--- src/rtl/multi_cycle_controller.sv ---
// ---------------------------------------------------------------------------
// multi_cycle_controller
//
// Sequencing FSM for the multi-cycle MIPS-subset datapath. Every instruction
// walks FETCH -> DECODE -> EXEC -> MEM -> WB and skips the states it does not
// need. A wait counter watches the instruction and data memory handshakes.
// If a memory stays not-ready for TIMEOUT_CYCLES consecutive cycles, the core
// parks in HALT until reset.
//
// Ports
//   clk          system clock, rising edge
//   reset        asynchronous reset, active low
//   op, func     IR[31:26] / IR[5:0], valid from DECODE onward
//   zero         ALU zero flag, used by beq in EXEC
//   imem_ready   instruction word available this cycle
//   dmem_ready   data access completes this cycle
//   PCWrite      PC load enable; PCSrc selects the PC source
//   IRWrite      IR load enable
//   MemRead      data memory read strobe; MemWrite is the write strobe
//   RegWrite     register file write enable
//   RegDst       destination register select; MemtoReg selects write-back data
//   ALUsrc       ALU operand B select; sign selects immediate sign extension
//   ALUControl   ALU operation select
//   state        current FSM state, for debug
//   instr_done   one-cycle pulse on the final cycle of each instruction
//   illegal      one-cycle pulse in DECODE for an unrecognised encoding
//   halted       sticky flag, set on a memory wait timeout
// ---------------------------------------------------------------------------
module multi_cycle_controller #(
   parameter int unsigned TIMEOUT_CYCLES = 16
) (
   input  logic       clk,
   input  logic       reset,
   input  logic [5:0] op,
   input  logic [5:0] func,
   input  logic       zero,
   input  logic       imem_ready,
   input  logic       dmem_ready,
   output logic       PCWrite,
   output logic [1:0] PCSrc,
   output logic       IRWrite,
   output logic       MemRead,
   output logic       MemWrite,
   output logic       RegWrite,
   output logic [1:0] RegDst,
   output logic [1:0] MemtoReg,
   output logic       ALUsrc,
   output logic       sign,
   output logic [2:0] ALUControl,
   output logic [2:0] state,
   output logic       instr_done,
   output logic       illegal,
   output logic       halted
);

   typedef enum logic [2:0] {
      S_FETCH  = 3'd0,
      S_DECODE = 3'd1,
      S_EXEC   = 3'd2,
      S_MEM    = 3'd3,
      S_WB     = 3'd4,
      S_HALT   = 3'd7
   } state_t;

   typedef enum logic [3:0] {
      K_ADDU, K_SUBU, K_OR, K_ORI, K_LUI, K_LW, K_SW,
      K_BEQ, K_J, K_JAL, K_JR, K_NOP, K_ILL
   } kind_t;

   // The halt decision is made on the last not-ready cycle. At that point
   // the counter holds TIMEOUT_CYCLES-1 earlier misses.
   localparam logic [7:0] WAIT_LIMIT = 8'(TIMEOUT_CYCLES - 1);

   state_t     cur_state, nxt_state;
   logic [7:0] wcnt, nxt_wcnt;
   logic       nxt_halted;
   kind_t      kind;
   logic       wait_expired;
   logic       is_rtype;

   assign state        = cur_state;
   assign wait_expired = (wcnt == WAIT_LIMIT);
   assign is_rtype     = (kind == K_ADDU) || (kind == K_SUBU) || (kind == K_OR);

   // Instruction classification. func is only meaningful for op 000000.
   always_comb begin
      kind = K_ILL;
      case (op)
         6'b000000: begin
            case (func)
               6'b100001: kind = K_ADDU;
               6'b100011: kind = K_SUBU;
               6'b100101: kind = K_OR;
               6'b001000: kind = K_JR;
               6'b000000: kind = K_NOP;
               default:   kind = K_ILL;
            endcase
         end
         6'b001101: kind = K_ORI;
         6'b001111: kind = K_LUI;
         6'b100011: kind = K_LW;
         6'b101011: kind = K_SW;
         6'b000100: kind = K_BEQ;
         6'b000010: kind = K_J;
         6'b000011: kind = K_JAL;
         default:   kind = K_ILL;
      endcase
   end

   // State register.
   // NOTE: the asynchronous reset sits in the sensitivity list so the FSM
   // clears without a clock. Every state update uses non-blocking
   // assignments, so all flops sample the pre-edge values.
   always_ff @(posedge clk or negedge reset) begin
      if (!reset) begin
         cur_state <= S_FETCH;
         wcnt      <= 8'd0;
         halted    <= 1'b0;
      end else begin
         cur_state <= nxt_state;
         wcnt      <= nxt_wcnt;
         halted    <= nxt_halted;
      end
   end

   // Next-state logic. A ready input takes precedence over an expiring
   // counter, so a response on the final allowed cycle still completes.
   always_comb begin
      nxt_state  = cur_state;
      nxt_wcnt   = wcnt;
      nxt_halted = halted;
      case (cur_state)
         S_FETCH: begin
            if (imem_ready) begin
               nxt_state = S_DECODE;
               nxt_wcnt  = 8'd0;
            end else if (wait_expired) begin
               nxt_state  = S_HALT;
               nxt_halted = 1'b1;
            end else begin
               nxt_wcnt = wcnt + 8'd1;
            end
         end
         S_DECODE: begin
            case (kind)
               K_J, K_JAL, K_JR, K_NOP, K_ILL: nxt_state = S_FETCH;
               default:                        nxt_state = S_EXEC;
            endcase
         end
         S_EXEC: begin
            case (kind)
               K_BEQ:      nxt_state = S_FETCH;
               K_LW, K_SW: nxt_state = S_MEM;
               default:    nxt_state = S_WB;
            endcase
         end
         S_MEM: begin
            if (dmem_ready) begin
               nxt_state = (kind == K_LW) ? S_WB : S_FETCH;
               nxt_wcnt  = 8'd0;
            end else if (wait_expired) begin
               nxt_state  = S_HALT;
               nxt_halted = 1'b1;
            end else begin
               nxt_wcnt = wcnt + 8'd1;
            end
         end
         S_WB:    nxt_state = S_FETCH;
         S_HALT:  nxt_state = S_HALT;
         default: nxt_state = S_FETCH;
      endcase
   end

   // Output decode. Outputs are gated off while reset is held low. During
   // reset the FSM already sits in FETCH, so an asserted imem_ready would
   // otherwise leak IRWrite/PCWrite.
   always_comb begin
      // NOTE: every output gets a default before the case. No path can then
      // leave an output unassigned, so no latches are inferred.
      PCWrite    = 1'b0;
      PCSrc      = 2'b00;
      IRWrite    = 1'b0;
      MemRead    = 1'b0;
      MemWrite   = 1'b0;
      RegWrite   = 1'b0;
      RegDst     = 2'b00;
      MemtoReg   = 2'b00;
      ALUsrc     = 1'b0;
      sign       = 1'b0;
      ALUControl = 3'b000;
      instr_done = 1'b0;
      illegal    = 1'b0;
      if (reset) begin
         case (cur_state)
            S_FETCH: begin
               IRWrite = imem_ready;
               PCWrite = imem_ready;
            end
            S_DECODE: begin
               case (kind)
                  K_J: begin
                     PCWrite    = 1'b1;
                     PCSrc      = 2'b10;
                     instr_done = 1'b1;
                  end
                  K_JAL: begin
                     PCWrite    = 1'b1;
                     PCSrc      = 2'b10;
                     RegWrite   = 1'b1;
                     RegDst     = 2'b10;
                     MemtoReg   = 2'b10;
                     instr_done = 1'b1;
                  end
                  K_JR: begin
                     PCWrite    = 1'b1;
                     PCSrc      = 2'b11;
                     instr_done = 1'b1;
                  end
                  K_NOP: instr_done = 1'b1;
                  K_ILL: begin
                     instr_done = 1'b1;
                     illegal    = 1'b1;
                  end
                  default: ;
               endcase
            end
            S_EXEC: begin
               case (kind)
                  K_SUBU, K_BEQ: ALUControl = 3'b001;
                  K_OR, K_ORI:   ALUControl = 3'b011;
                  K_LUI:         ALUControl = 3'b100;
                  default:       ALUControl = 3'b000;
               endcase
               ALUsrc = (kind == K_ORI) || (kind == K_LUI) || (kind == K_LW) || (kind == K_SW);
               sign   = (kind == K_LW) || (kind == K_SW) || (kind == K_BEQ);
               if (kind == K_BEQ) begin
                  PCWrite    = zero;
                  PCSrc      = 2'b01;
                  instr_done = 1'b1;
               end
            end
            S_MEM: begin
               MemRead    = (kind == K_LW);
               MemWrite   = (kind == K_SW);
               instr_done = (kind == K_SW) && dmem_ready;
            end
            S_WB: begin
               RegWrite   = 1'b1;
               RegDst     = is_rtype ? 2'b01 : 2'b00;
               MemtoReg   = (kind == K_LW) ? 2'b01 : 2'b00;
               instr_done = 1'b1;
            end
            default: ;
         endcase
      end
   end

endmodule
--- config.mk ---
export PLATFORM = sky130hd
export DESIGN_NAME = multi_cycle_controller
export DESIGN_NICKNAME = d
export VERILOG_FILES = /design/src/rtl/multi_cycle_controller.sv
export SDC_FILE = /design/constraint.sdc
export NUM_CORES = 1
export LEC_CHECK = 0
export ABC_AREA = 1
export BUFFER_PORTS_ARGS = -buffer_cell sky130_fd_sc_hd__clkbuf_2
export CAP_MARGIN = 40
export CORE_ASPECT_RATIO = 2
export CORE_MARGIN = 3
export CORE_UTILIZATION = 35
export DETAILED_ROUTE_END_ITERATION = 7
export PLACE_DENSITY = 0.56
export REMOVE_ABC_BUFFERS = 1
export SLEW_MARGIN = 20
export SYNTH_ARGS = -nofsm -noshare
export SYNTH_HDL_FRONTEND = slang
export SYNTH_SLANG_ARGS = --single-unit
--- constraint.sdc ---
create_clock -name clk -period 3.7 [get_ports clk]
set_input_delay 0.37 -clock clk [delete_from_list [all_inputs] [get_ports clk]]
set_output_delay 0.37 -clock clk [all_outputs]
set_load 0.005 [all_outputs]
-- After elaboration in Yosys (flattened, before gate mapping)
Index checks and enable logic that the tools add are counted.
- equal/unequal tests: 31
- reductions and logical operators: 20
- $add $sub $neg: 1
- mux-type cells: 55
- operator list (cell ; number):
    one-hot mux 4 bit (8 select lines) ; 1
    == test 6 bit (second input constant) ; 5
    2-to-1 mux 1 bit ; 27
    2-to-1 mux 8 bit ; 3
    == test 4 bit (second input constant) ; 5
    one-hot mux 4 bit (5 select lines) ; 1
    == test 6 x 4 -> 1 bit (second input constant) ; 3
    2-to-1 mux 3 bit ; 6
    == test 4 x 3 -> 1 bit (second input constant) ; 4
    one-hot mux 2 bit (2 select lines) ; 4
    one-hot mux 8 bit (2 select lines) ; 1
    one-hot mux 3 bit (5 select lines) ; 1
    == test 6 x 2 -> 1 bit (second input constant) ; 2
    logical NOT 6 bit ; 2
    2-to-1 mux 2 bit ; 5
    one-hot mux 3 bit (3 select lines) ; 1
    adder 8 x 1 -> 8 bit (second input constant) ; 1
    == test 4 x 2 -> 1 bit (second input constant) ; 2
    == test 8 x 4 -> 1 bit (second input constant) ; 1
    OR reduction 2 bit ; 4
    logical OR 1 bit ; 7
    == test 3 x 2 -> 1 bit (second input constant) ; 2
    == test 3 bit (second input constant) ; 2
    == test 6 x 3 -> 1 bit (second input constant) ; 1
    other kinds (14) ; 16
- output and inout port bits: 22
- logic and storage cells: 110
- register bits after elaboration: 12

-- Longest topological paths before layout
Gate-level depths: netlist (run 1).
- depth in word-level cells: 9
- mapped depth: 12
- depth with buffers taken out: 12

-- Worst setup path before layout (run 1)
No wires, ideal clock.
- path type: input port to output port
- start point: input port op[0]
- end point: output port RegDst[1]
- slack: 2.024 ns
- stages: 10
- required time: 3.330 ns
- data arrival time: 1.306 ns
- buffers on the path: 1
- path through: nand2_1 inv_2 nand3_2 nand2_1 nor2_1 nand2_2 inv_2 nand4_1 nor2_1 buf_4
- word-level cells in the longest chain between the ends: 6
- elaborated cells between the ends (all ways): 13
- RTL lines (item ; line ; text):
    from (decl) ; 34 ; input logic [5:0] op,
    == test 6 x 2 -> 1 bit, or another cell as far along ; 88 ; case (op)
    one-hot mux 4 bit (8 select lines) (*) ; 88 ;
    == test 4 bit (*) ; 200 ; case (kind)
    2-to-1 mux 2 bit (*) ; 200 ;
    one-hot mux 2 bit (2 select lines) (*) ; 194 ; case (cur_state)
    2-to-1 mux 2 bit (*) ; 193 ; if (reset) begin
    to (decl) ; 45 ; output logic [1:0] RegDst,
Mark *: on every way between the ends. The rest lies on a longest branch, timed or not.

-- Worst setup path in the final report (run 1)
- start point: register cur_state[2] (netlist: state[2])
- end point: output port ALUControl[2]
- word-level cells in the longest chain between the ends: 3
- RTL lines (item ; line ; text):
    from (decl) ; 74 ; state_t cur_state, nxt_state;
    from (signal assigned) ; 120 ; cur_state <= nxt_state;
    == test 3 x 2 -> 1 bit ; 194 ;
    2-to-1 mux 3 bit ; 194 ;
    2-to-1 mux 3 bit ; 193 ;
    to (decl) ; 49 ; output logic [2:0] ALUControl,
No other way between the ends.

==> metrics.sh, run 1 <==
CLOCK_TREE_FROM_TRITONCTS='yes'
RSZ0062_AT_GRT='false'
SETUP_TNS_PS=0
INSTANCE_COUNT_OF_THE_MAPPED_NETLIST=203
LEAKAGE_uW=0.000868
HOLD_VIOLATIONS=0
GRT.OVERFLOW.TOTAL=0
MAPPEDNETLISTAREA_UM2=1290
START_UTIL_PCT=37.3
DIE-AREA_UM2=4490
NETSWITCHINGPOWER_uW=257
P_PER_AREA_nW_PER_UM2=377
ROUTED_WIRELENGTH_UM=3530
SEQUENTIAL_FRACTION_OF_DESIGN_POWER_PCT=32.7
ASYNC_RESET_FF_SHARE_PCT=100
MAXIMUM_CLOCK_INSERTION_BUFFER_COUNT=2
R2R_SETUP_SLACK_PS=2070
GLOBALPLACE.CONGESTION=0.834
OUTCOME='complete, no violations'
LAYOUT-AREA-OVERHEAD-VS-SYNTH_PCT=21.2
CLOCK_TREE.HTREE_LEVEL_COUNT=1
ANTENNA-DIODE-COUNT=0
TRITONCTS.NUM_BUFFERS=3
DRIVE_GT1_SHARE_PCT=31.8
POSTCTS_RESIZE_CNT=0
POSTCTSSETUPREPAIRBUFS=0
WIRE_LENGTH_ON_MET3_UM=115
SETUP_VIOLATIONS=0
FP-ROW-COUNT=30
CTS_HOLD_BUFFERS=0
GLOBAL_ROUTE_WIRE_LENGTH_BEFORE_REPAIR_UM=5820
IR_DROP_V=0.000127
DPL-INSTANCE-AREA_UM2=1520
DETAIL_ROUTE.ITER0.VIOLATIONS=19
NUMBER_OF_ANTENNA_VIOLATIONS_AT_THE_FIRST_CHECK_IN_GLOBAL_ROUTING=0
SYNTH-SEQ-CELLS=12
DRTANTENNAVIOLNETS=0
ROUTED-VIA-COUNT=1378
LARGEST_NET_DEGREE_AT_THE_START_OF_GLOBAL_ROUTING=17
SLEW_VIOL_FINAL=0
CLOCKPOWERSHARE_PCT=20.1
CLKLATENCYLATEPIN_PS=240
TIMING.CRITICAL_PATH.MODE_CELL='inv_1'
CLOCK-SINKS=12
WORST_SLEW_PIN_SLEW_PS=405
POWER_REPORT.INTERNAL_TOTAL_uW=330
DETAIL_ROUTE.DRC_VIOLATIONS=0
DPL.HPWL_UM=3060
FINALCLOCKSKEW_PS=8.06
CLKSLEWWORSTSETUPHOLDPATHS_PS=50
MET2WIRELENGTH_UM=2160
FIRST_GLOBAL_VIAS=1372
SYNTH_SEQUENTIAL_AREA_RATIO_PCT=23.3
YS_TYPES=33
WORST_R2R_ENDPOINT='wcnt[4]'
CTS_ROOT_BUFFER='clkbuf_8'
CRIT_PATH_END='ALUControl[2]'
WORSTPATHARRIVAL_PS=1940
POWER.SHARE.COMBINATIONAL_PCT=47.1
SETUP.WORST_PATH.END_CLASS='primary output'
CRITICAL_PATH_BUF_INV_COUNT=3
FLOORPLAN.IO_PINS=39
CRITPATHTOPFAMILY='simple AND/OR/NAND/NOR gates'
POWER.SHARE.SWITCHING_PCT=43.8
TIMING.CRITICAL_PATH.REQUIRED_PS=3330
FINISH.INSTANCE_AREA_UM2=1560
LAYOUT_NETS=262
REG2REG_DEPTH=6
CRITICAL_SETUP_PATH_CLASS='reg -> out'
DIE_W_UM=48.9
DOMINANTREGCELLSYNTH='dfrtp_1'
FINAL.MIN_CLOCK_PERIOD_PS=2310
SETUP.WORST_PATH.START='state[2]'
LIST_OF_CELLS_TRAVERSED_BY_THE_CRITICAL_PATH='nor3_2, inv_1, nor2_1, inv_1, nor3_1, clkbuf_2'
SYNTH-EDFF-COUNT=0
DIE_HEIGHT_UM=91.8
VIAS_PER_CELL=4.75
ROUTE.DETAILED.WL_PER_INST_UM=12.2
WIRELENGTH_MET1_UM=1160
POST_ROUTE_FRACTION_OF_THE_PERIOD_CONSUMED_BY_THE_CRITICAL_PATH_PCT=62.3
MAX_CLOCK_FREQ_GHz=0.434
CRITPATHSLOWESTCELL='dfrtp_1'
BUFFER_PORTS.INSERTED=38
YOSYSWARNINGCOUNT=0
SETUP.WORST_PATH.START_CLASS='register'
GR_USAGE_TOTAL_PCT=16.5
CRIT-REG2REG-LAUNCH='wcnt[0]'
MAX_STAGE_DELAY_PS=470
DRV.MAX_CAP_VIOLATION_COUNT=0
WORST_HOLD_PATH_TYPE='in -> async'
CRIT_FANOUT=6
DRTPASS1ITERATIONS=4
SYN_AVG_CELL_AREA_UM2=6.34
MAX-SLEW-MARGIN-REL_PCT=73.0
FLOORPLAN.CORE_AREA_UM2=3450
CRITICAL_PATH_DEPTH=6
ROUTE.TOP_LAYER_USED='met4'
synthesized netlist by cell type (2+ instances only):
master / n / area share, %
dfrtp_1: 12 / 23
xor2_1: 2 / 1.4
nor3_1: 6 / 2.3
inv_2: 5 / 1.5
a21oi_2: 3 / 2.0
nand2_1: 38 / 11
nand4_1: 2 / 0.97
nand2_2: 7 / 3.4
o22ai_1: 3 / 1.5
a21oi_1: 8 / 3.1
inv_1: 35 / 10
nor3_2: 4 / 3.1
nand3_2: 6 / 4.7
nor2_2: 4 / 1.9
nor2_1: 37 / 11
o21ai_1: 3 / 1.2
nand3_1: 11 / 4.3
o21ai_0: 2 / 0.78
cells in the final DEF, fill, tap and decap left out, types with 4 or more instances in the layout:
cell / n
nand2_1: 38
clkbuf_2: 38
nor2_1: 37
inv_1: 35
dfrtp_1: 12
nand3_1: 11
a21oi_1: 8
nand2_2: 7
nand3_2: 6
nor3_1: 6
inv_2: 5
nor2_2: 4
nor3_2: 4
state kept, by name, summed over array words and instances, names as in the netlist:
signal,count
wcnt,8
halted,1
state,3
cells by family (layout without fill, tap and decap cells):
family | Yosys count | after routing | synth area share, %
XOR/XNOR | 2 | 2 | 1.36
flip-flops | 12 | 12 | 23.3
buffers and inverters | 42 | 81 | 13.1
AO/OA/AOI/OAI | 24 | 24 | 11.5
adder cells (fa/ha/maj) | 1 | 1 | 0.972
AND/OR/NAND/NOR | 122 | 122 | 49.8
routing by layer:
layer	vias to the layer above	GRT usage (%)
li1	720	-
met1	610	14.8
met2	41	35.1
met3	7	0.488
met4	0	7.84
met5	-	0
worst min path at each step:
stage / start / to / slack, ps / depth (start not counted)
after global routing: reset / wcnt[2] / 70 / 1
after CTS: reset / halted / 60 / 1
after global placement: reset / wcnt[6] / 310 / 1
final: reset / halted / 50 / 1
after floorplan: reset / halted / 70 / 0
after detailed placement: reset / wcnt[6] / 310 / 1
area by class of cell:
class,count,area (um2)
fillers,400,1890
multi-input cells,149,818
flip-flops and latches,12,300
repair buffers,38,190
inverters,40,150
well taps,48,60.1
clock buffers,3,41.3
power by group through the flow:
| stage | Sequential (uW) | Combinational [uW] | Clock (uW) |
|---|---|---|---|
| floorplan | 188 | 197 | 0 |
| global placement | 194 | 278 | 0 |
| detailed placement | 194 | 279 | 0 |
| CTS | 192 | 280 | 121 |
| global route | 196 | 312 | 128 |
| finish | 192 | 277 | 118 |
stage by stage:
step / power [uW] / cells / utilization [%] / setup slack (ps) / hold WS, ps
2_1_floorplan: 385 / 201 / - / 2100 / 74.4
3_3_place_gp: 473 / 287 / 44.0 / 1550 / 314
3_5_place_dp: 473 / 287 / 44.0 / 1560 / 315
4_1_cts: 593 / 290 / 45.2 / 1370 / 60.0
5_1_grt: 636 / 290 / 45.2 / 1210 / 74.0
6_report: 588 / 290 / 45.2 / 1390 / 46.4
Power figures use the tool's default switching activity.
==> inputs of run 2 (changes only) <==
- clock period: 3.7 -> 2.4 ns (I/O delays scaled with it)
==> run 2 against run 1 <==
Compared with the run above: clock-buffer cell count up 1; critical path depth unchanged; highest routed layer unchanged; die area stayed put; clock skew shrank 4.5 ps; critical endpoint unchanged; largest power group unchanged; routed wire length is 2.4% higher; final area up 2.0%; cell count is 1.0% higher; via count rose by 0.87%; total power up 62%; non-clock buffer count up 2; critical path type unchanged.
==> metrics.sh, run 2 (synthesized netlist as in run 1, its figures left out) <==
RSZ0062_AT_GRT='false'
DIE_W_UM=48.9  # unchanged
FLOORPLAN.CORE_AREA_UM2=3450  # unchanged
BUFFER_PORTS.INSERTED=38  # unchanged
HOLD_VIOLATIONS=0  # unchanged
WORSTPATHARRIVAL_PS=2000  # +60 ps
DPL.HPWL_UM=3130  # +2.4%
FINISH.INSTANCE_AREA_UM2=1590  # +2.0%
DIE-AREA_UM2=4490  # unchanged
POST_ROUTE_FRACTION_OF_THE_PERIOD_CONSUMED_BY_THE_CRITICAL_PATH_PCT=93.3
DETAIL_ROUTE.ITER0.VIOLATIONS=49  # +30
FLOORPLAN.IO_PINS=39  # unchanged
WHS_PS=382  # +336 ps
CTS_HOLD_BUFFERS=1  # +1
MAXIMUM_CLOCK_INSERTION_BUFFER_COUNT=2  # unchanged
ROUTED_WIRELENGTH_UM=3610  # +2.4%
GR_USAGE_TOTAL_PCT=17.9  # +1.4 points
ROUTE.DETAILED.WL_PER_INST_UM=12.3  # +1.3%
SETUP_TNS_PS=0  # unchanged
FIRST_GLOBAL_VIAS=1487  # +8.4%
DETAIL_ROUTE.DRC_VIOLATIONS=0  # unchanged
WORST_HOLD_PATH_TYPE='in -> reg'
GLOBAL_ROUTE_WIRE_LENGTH_BEFORE_REPAIR_UM=6180  # +6.2%
CLOCK_TREE_FROM_TRITONCTS='yes'
LEAKAGE_uW=0.000884  # +1.9%
NFILLCELLS=413  # +3.3%
OUTCOME='complete, no violations'
WORST_SLEW_PIN_SLEW_PS=343  # -62.3 ps
CTS_ROOT_BUFFER='clkbuf_8'
CLKSLEWWORSTSETUPHOLDPATHS_PS=60  # about the same
START_UTIL_PCT=37.3  # unchanged
CLOCK_TREE.HTREE_LEVEL_COUNT=1  # unchanged
DRV.MAX_CAP_VIOLATION_COUNT=0  # unchanged
DIE_HEIGHT_UM=91.8  # unchanged
DRIVE_GT1_SHARE_PCT=32.2  # +0.43 points
REGMOSTFLOPS='wcnt'
FINAL.SETUP.WORST_SLACK_PS=161  # -1230 ps
MAX-SLEW-MARGIN-REL_PCT=77.0  # +4.0 points
MAX_CLOCK_FREQ_GHz=0.447
CRITICAL_SETUP_PATH_CLASS='reg -> out'
PLACE_WORST_SETUP_SLACK_PS=450  # -1110 ps
ROUTED-VIA-COUNT=1390  # +0.87%
CLKLATENCYLATEPIN_PS=240  # about the same
SLEW_VIOL_FINAL=0  # unchanged
SETUP.WORST_PATH.START_CLASS='register'
FP-ROW-COUNT=30  # unchanged
POSTCTS_RESIZE_CNT=0  # unchanged
ANTENNA-DIODE-COUNT=0  # unchanged
SETUP_VIOLATIONS=0  # unchanged
P_PER_AREA_nW_PER_UM2=596  # +58%
POSTCTSSETUPREPAIRBUFS=0  # unchanged
LAYOUT-AREA-OVERHEAD-VS-SYNTH_PCT=23.6
IR_DROP_V=0.000207  # +63%
DRTANTENNAVIOLNETS=0  # unchanged
DPL-INSTANCE-AREA_UM2=1530  # +0.49%
CRIT_FANOUT=6  # unchanged
LAYOUT_NETS=264  # +0.76%
DRTPASS1ITERATIONS=6  # +2
NUMBER_OF_ANTENNA_VIOLATIONS_AT_THE_FIRST_CHECK_IN_GLOBAL_ROUTING=0  # unchanged
FINAL.MIN_CLOCK_PERIOD_PS=2240
TRITONCTS.NUM_BUFFERS=3  # unchanged
TIMING.CRITICAL_PATH.REQUIRED_PS=2160  # -1170 ps
FINALCLOCKSKEW_PS=3.60  # -4.46 ps
VIAS_PER_CELL=4.74  # -0.16%
GLOBALPLACE.CONGESTION=0.893  # +7.0%
CLOCK-SINKS=12  # unchanged
SETUP.WORST_PATH.END_CLASS='primary output'
LAYOUT_COMMON_CELLS='nand2_1, clkbuf_2, nor2_1, inv_1, dfrtp_1'
LARGEST_NET_DEGREE_AT_THE_START_OF_GLOBAL_ROUTING=16  # -1
GRT.OVERFLOW.TOTAL=0  # unchanged
NUMBER_OF_FLIP_FLOPS_IN_THE_LARGEST_REGISTER=8  # unchanged
[run 2: layout make-up]
class | instances | area (um2) | share of cell area, %
Clock buffer | 4 | 55.1 | 3.46
Inverter | 40 | 150 | 9.43
Multi-Input combinational cell | 149 | 818 | 51.4
Sequential cell | 12 | 300 | 18.9
Tap cell | 48 | 60.1 | 3.77
Timing Repair Buffer | 40 | 208 | 13.1
[run 2: report_power, final]
group	internal [uW]	switching, uW	total, uW	leakage (uW)
sequential	246	50.6	296	0.000161
combinational	154	277	431	0.000694
clock	145	76.8	222	0.0000288
[run 2: critical path, cell delays in order (launching register included)]
cell      delay [ps]
dfrtp_1          470
nor3_2           370
inv_1            130
nor2_1           280
inv_1            120
nor3_1           230
clkbuf_2         160
[run 2: final timing paths]
| check | startpoint | endpoint | slack, ps | depth (start not counted) |
|---|---|---|---|---|
| max | state[2] | ALUControl[2] | 160 | 6 |
| min reg2reg | halted | halted | 480 | 1 |
| max reg2reg | state[0] | wcnt[5] | 730 | 6 |
| max in group asynchronous | reset | wcnt[4] | 1700 | 3 |
| min | imem_ready | state[0] | 380 | 3 |
| min in group asynchronous | reset | wcnt[3] | 520 | 3 |
[run 2: layer usage]
layer | routed length, um | up-vias | track usage (%)
li1 | - | 728 | -
met1 | 1210 | 622 | 15.1
met2 | 2160 | 32 | 37.4
met3 | 100 | 8 | 0.650
met4 | 143 | 0 | 12.1
met5 | 0 | - | 0
[run 2: metrics by stage]
step	std cells	util, %	total power (uW)
3_3_place_gp	288	44.2	734
3_5_place_dp	288	44.2	734
6_report	293	46.1	949
4_1_cts	293	46.1	959
2_1_floorplan	201	-	594
5_1_grt	293	46.1	1030
==> inputs of run 3 (changes only) <==
- CORE_UTILIZATION: 35 -> 25
- PLACE_DENSITY: 0.56 -> 0.43
- RECOVER_POWER: default -> 100
==> run 3 against run 2 <==
Compared with the run above: critical path depth unchanged; clock-buffer cell count is the same; total power shrank 1.5%; largest cell class unchanged; sequential cell count did not move; clock skew rose by 0.84 ps; critical endpoint is now ALUControl[1]; routed wire length is 6.5% higher; utilization down 14 points; final area down 2.1%; global-route usage down 4.4 points; sequential share of layout area up 0.41 points; non-clock buffer count is the same.
==> metrics.sh, run 3 (synthesized netlist as in run 1, its figures left out) <==
OUTCOME='complete, no violations'
ROUTED-VIA-COUNT=1381  # -0.65%
GRT.OVERFLOW.TOTAL=0  # unchanged
ROUTE.DETAILED.WL_PER_INST_UM=12.7  # +3.3%
LAYOUT_NETS=264  # unchanged
DRTANTENNAVIOLNETS=0  # unchanged
POWER.SHARE.COMBINATIONAL_PCT=44.9  # -0.5 points
ROUTED_WIRELENGTH_UM=3850  # +6.5%
NUMBER_OF_ANTENNA_VIOLATIONS_AT_THE_FIRST_CHECK_IN_GLOBAL_ROUTING=0  # unchanged
LAYOUT-AREA-OVERHEAD-VS-SYNTH_PCT=21.0
LIST_OF_CELLS_TRAVERSED_BY_THE_CRITICAL_PATH='nor3_2, inv_1, nor2_1, inv_1, nor3_1, clkbuf_2'
DRV.MAX_CAP_VIOLATION_COUNT=0  # unchanged
CRIT_PATH_END='ALUControl[1]'
FINAL.MIN_CLOCK_PERIOD_PS=2190  # -51.8 ps
DETAIL_ROUTE.ITER0.VIOLATIONS=42  # -14%
NUMBER_OF_FLIP_FLOPS_IN_THE_LARGEST_REGISTER=8  # unchanged
CLKLATENCYLATEPIN_PS=240  # about the same
ANTENNA-DIODE-COUNT=0  # unchanged
POWER.SHARE.SWITCHING_PCT=42.3  # -0.28 points
LEAKAGE_uW=0.000853  # -3.5%
DETAIL_ROUTE.DRC_VIOLATIONS=0  # unchanged
SETUP.WORST_PATH.START_CLASS='register'
CRITPATHTOPFAMILY='simple AND/OR/NAND/NOR gates'
CRITICAL_PATH_DEPTH=6  # unchanged
SLEW_VIOL_FINAL=0  # unchanged
SEQUENTIAL_FRACTION_OF_DESIGN_POWER_PCT=31.9  # +0.7 points
WORST_R2R_ENDPOINT='wcnt[6]'
FLOORPLAN.IO_PINS=39  # unchanged
WORSTPATHARRIVAL_PS=1950  # -50 ps
SETUP.WORST_PATH.START='state[2]'
RSZ0062_AT_GRT='false'
SETUP_VIOLATIONS=0  # unchanged
FIRST_GLOBAL_VIAS=1512  # +1.7%
LAYOUT_COMMON_CELLS='nor2_1, nand2_1, inv_1, clkbuf_2, dfrtp_1'
POWER_REPORT.INTERNAL_TOTAL_uW=539  # -1.1%
SETUP_TNS_PS=0  # unchanged
MAX_STAGE_DELAY_PS=470  # about the same
TIMING.CRITICAL_PATH.REQUIRED_PS=2160  # about the same
DRTPASS1ITERATIONS=4  # -2
R2R_SETUP_SLACK_PS=380  # -350 ps
HOLD_VIOLATIONS=0  # unchanged
CLOCK-SINKS=12  # unchanged
REG2REG_DEPTH=6  # unchanged
CLOCKPOWERSHARE_PCT=23.3  # about the same
CRITPATHSLOWESTCELL='dfrtp_1'
MAXIMUM_CLOCK_INSERTION_BUFFER_COUNT=2  # unchanged
SETUP.WORST_PATH.END_CLASS='primary output'
NETSWITCHINGPOWER_uW=395  # -2.2%
IR_DROP_V=0.000317  # +53%
TIMING.CRITICAL_PATH.MODE_CELL='inv_1'
TRITONCTS.NUM_BUFFERS=3  # unchanged
POSTCTSSETUPREPAIRBUFS=0  # unchanged
CLKSLEWWORSTSETUPHOLDPATHS_PS=50  # about the same
DRIVE_GT1_SHARE_PCT=25.7  # -6.5 points
WORST_SLEW_PIN_SLEW_PS=431  # +88.0 ps
CRIT_FANOUT=6  # unchanged
POST_ROUTE_FRACTION_OF_THE_PERIOD_CONSUMED_BY_THE_CRITICAL_PATH_PCT=91.1  # -2.2 points
VIAS_PER_CELL=4.57  # -3.6%
DPL.HPWL_UM=3390  # +8.4%
START_UTIL_PCT=26.2  # -11 points
CRITICAL_SETUP_PATH_CLASS='reg -> out'
P_PER_AREA_nW_PER_UM2=600  # +0.59%
FINISH.INSTANCE_AREA_UM2=1560  # -2.1%
DIE_HEIGHT_UM=107  # +17%
CRITICAL_PATH_BUF_INV_COUNT=3  # unchanged
DPL-INSTANCE-AREA_UM2=1540  # +0.74%
GR_USAGE_TOTAL_PCT=13.5  # -4.4 points
CLOCK_TREE.HTREE_LEVEL_COUNT=1  # unchanged
WORST_HOLD_PATH_TYPE='in -> reg'
DIE-AREA_UM2=6100  # +36%
MAX_CLOCK_FREQ_GHz=0.457  # +2.4%
CTS_ROOT_BUFFER='clkbuf_8'
LARGEST_NET_DEGREE_AT_THE_START_OF_GLOBAL_ROUTING=16  # unchanged
REGMOSTFLOPS='wcnt'
FLOORPLAN.CORE_AREA_UM2=4910  # +42%
DIE_W_UM=56.7  # +16%
MAX-SLEW-MARGIN-REL_PCT=71.3  # -5.7 points
CLOCK_TREE_FROM_TRITONCTS='yes'
GLOBAL_ROUTE_WIRE_LENGTH_BEFORE_REPAIR_UM=6460  # +4.6%
BUFFER_PORTS.INSERTED=38  # unchanged
NFILLCELLS=578  # +40%
CRIT-REG2REG-LAUNCH='wcnt[0]'
FINALCLOCKSKEW_PS=4.44  # +0.843 ps
FP-ROW-COUNT=36  # +20%
GLOBALPLACE.CONGESTION=0.785  # -12%
## run 3: per-layer routing
layer / global-route usage [%] / vias up / part of all wire (%)
met2: 29.2 / 29 / 61
met4: 4.81 / 0 / 1.8
met1: 11.5 / 619 / 34
met3: 1.68 / 4 / 3.4
li1: - / 729 / -
met5: 0 / - / 0
## run 3: worst min path at each step
stage,from,endpoint,slack (ps),cells after the start
3_3_place_gp,reset,wcnt[3],240,2
4_1_cts,imem_ready,state[0],340,3
2_1_floorplan,reset,halted,-60,0
5_1_grt,imem_ready,state[0],350,3
6_report,imem_ready,state[0],350,3
3_5_place_dp,reset,wcnt[3],220,2
## run 3: worst min-delay path: stages
cell and delay, ps:
clkbuf_2 110, nand2_1 100, nand3_1 90
## run 3: stage by stage
| stage | power, uW | hold WS [ps] | std cells | util, % | setup slack [ps] |
|---|---|---|---|---|---|
| 5_1_grt | 1020 | 345 | 302 | 31.7 | 50.0 |
| 6_report | 935 | 345 | 302 | 31.7 | 213 |
| 3_3_place_gp | 740 | 239 | 297 | 31.3 | 416 |
| 4_1_cts | 966 | 339 | 302 | 32.6 | 184 |
| 2_1_floorplan | 594 | -55.6 | 201 | - | 937 |
| 3_5_place_dp | 738 | 223 | 297 | 31.3 | 455 |
## run 3: what timing repair did
action,CTS,global route
hold endpoints to repair,12,0
gates resized for setup,0,0
hold buffers,1,0
## run 3: power groups by stage
stage	sequential, uW	clock, uW	combinational [uW]
floorplan	289	0	304
global placement	301	0	439
detailed placement	301	0	437
CTS	298	230	439
global route	308	241	476
finish	298	217	419
## run 3: final cells by class
class / instances / area (um2) / area share, %
Sequential cell: 12 / 300 / 19.3
Inverter: 40 / 150 / 9.64
Clock buffer: 4 / 55.1 / 3.53
Multi-Input combinational cell: 149 / 783 / 50.3
Tap cell: 57 / 71.3 / 4.58
Timing Repair Buffer: 40 / 198 / 12.7
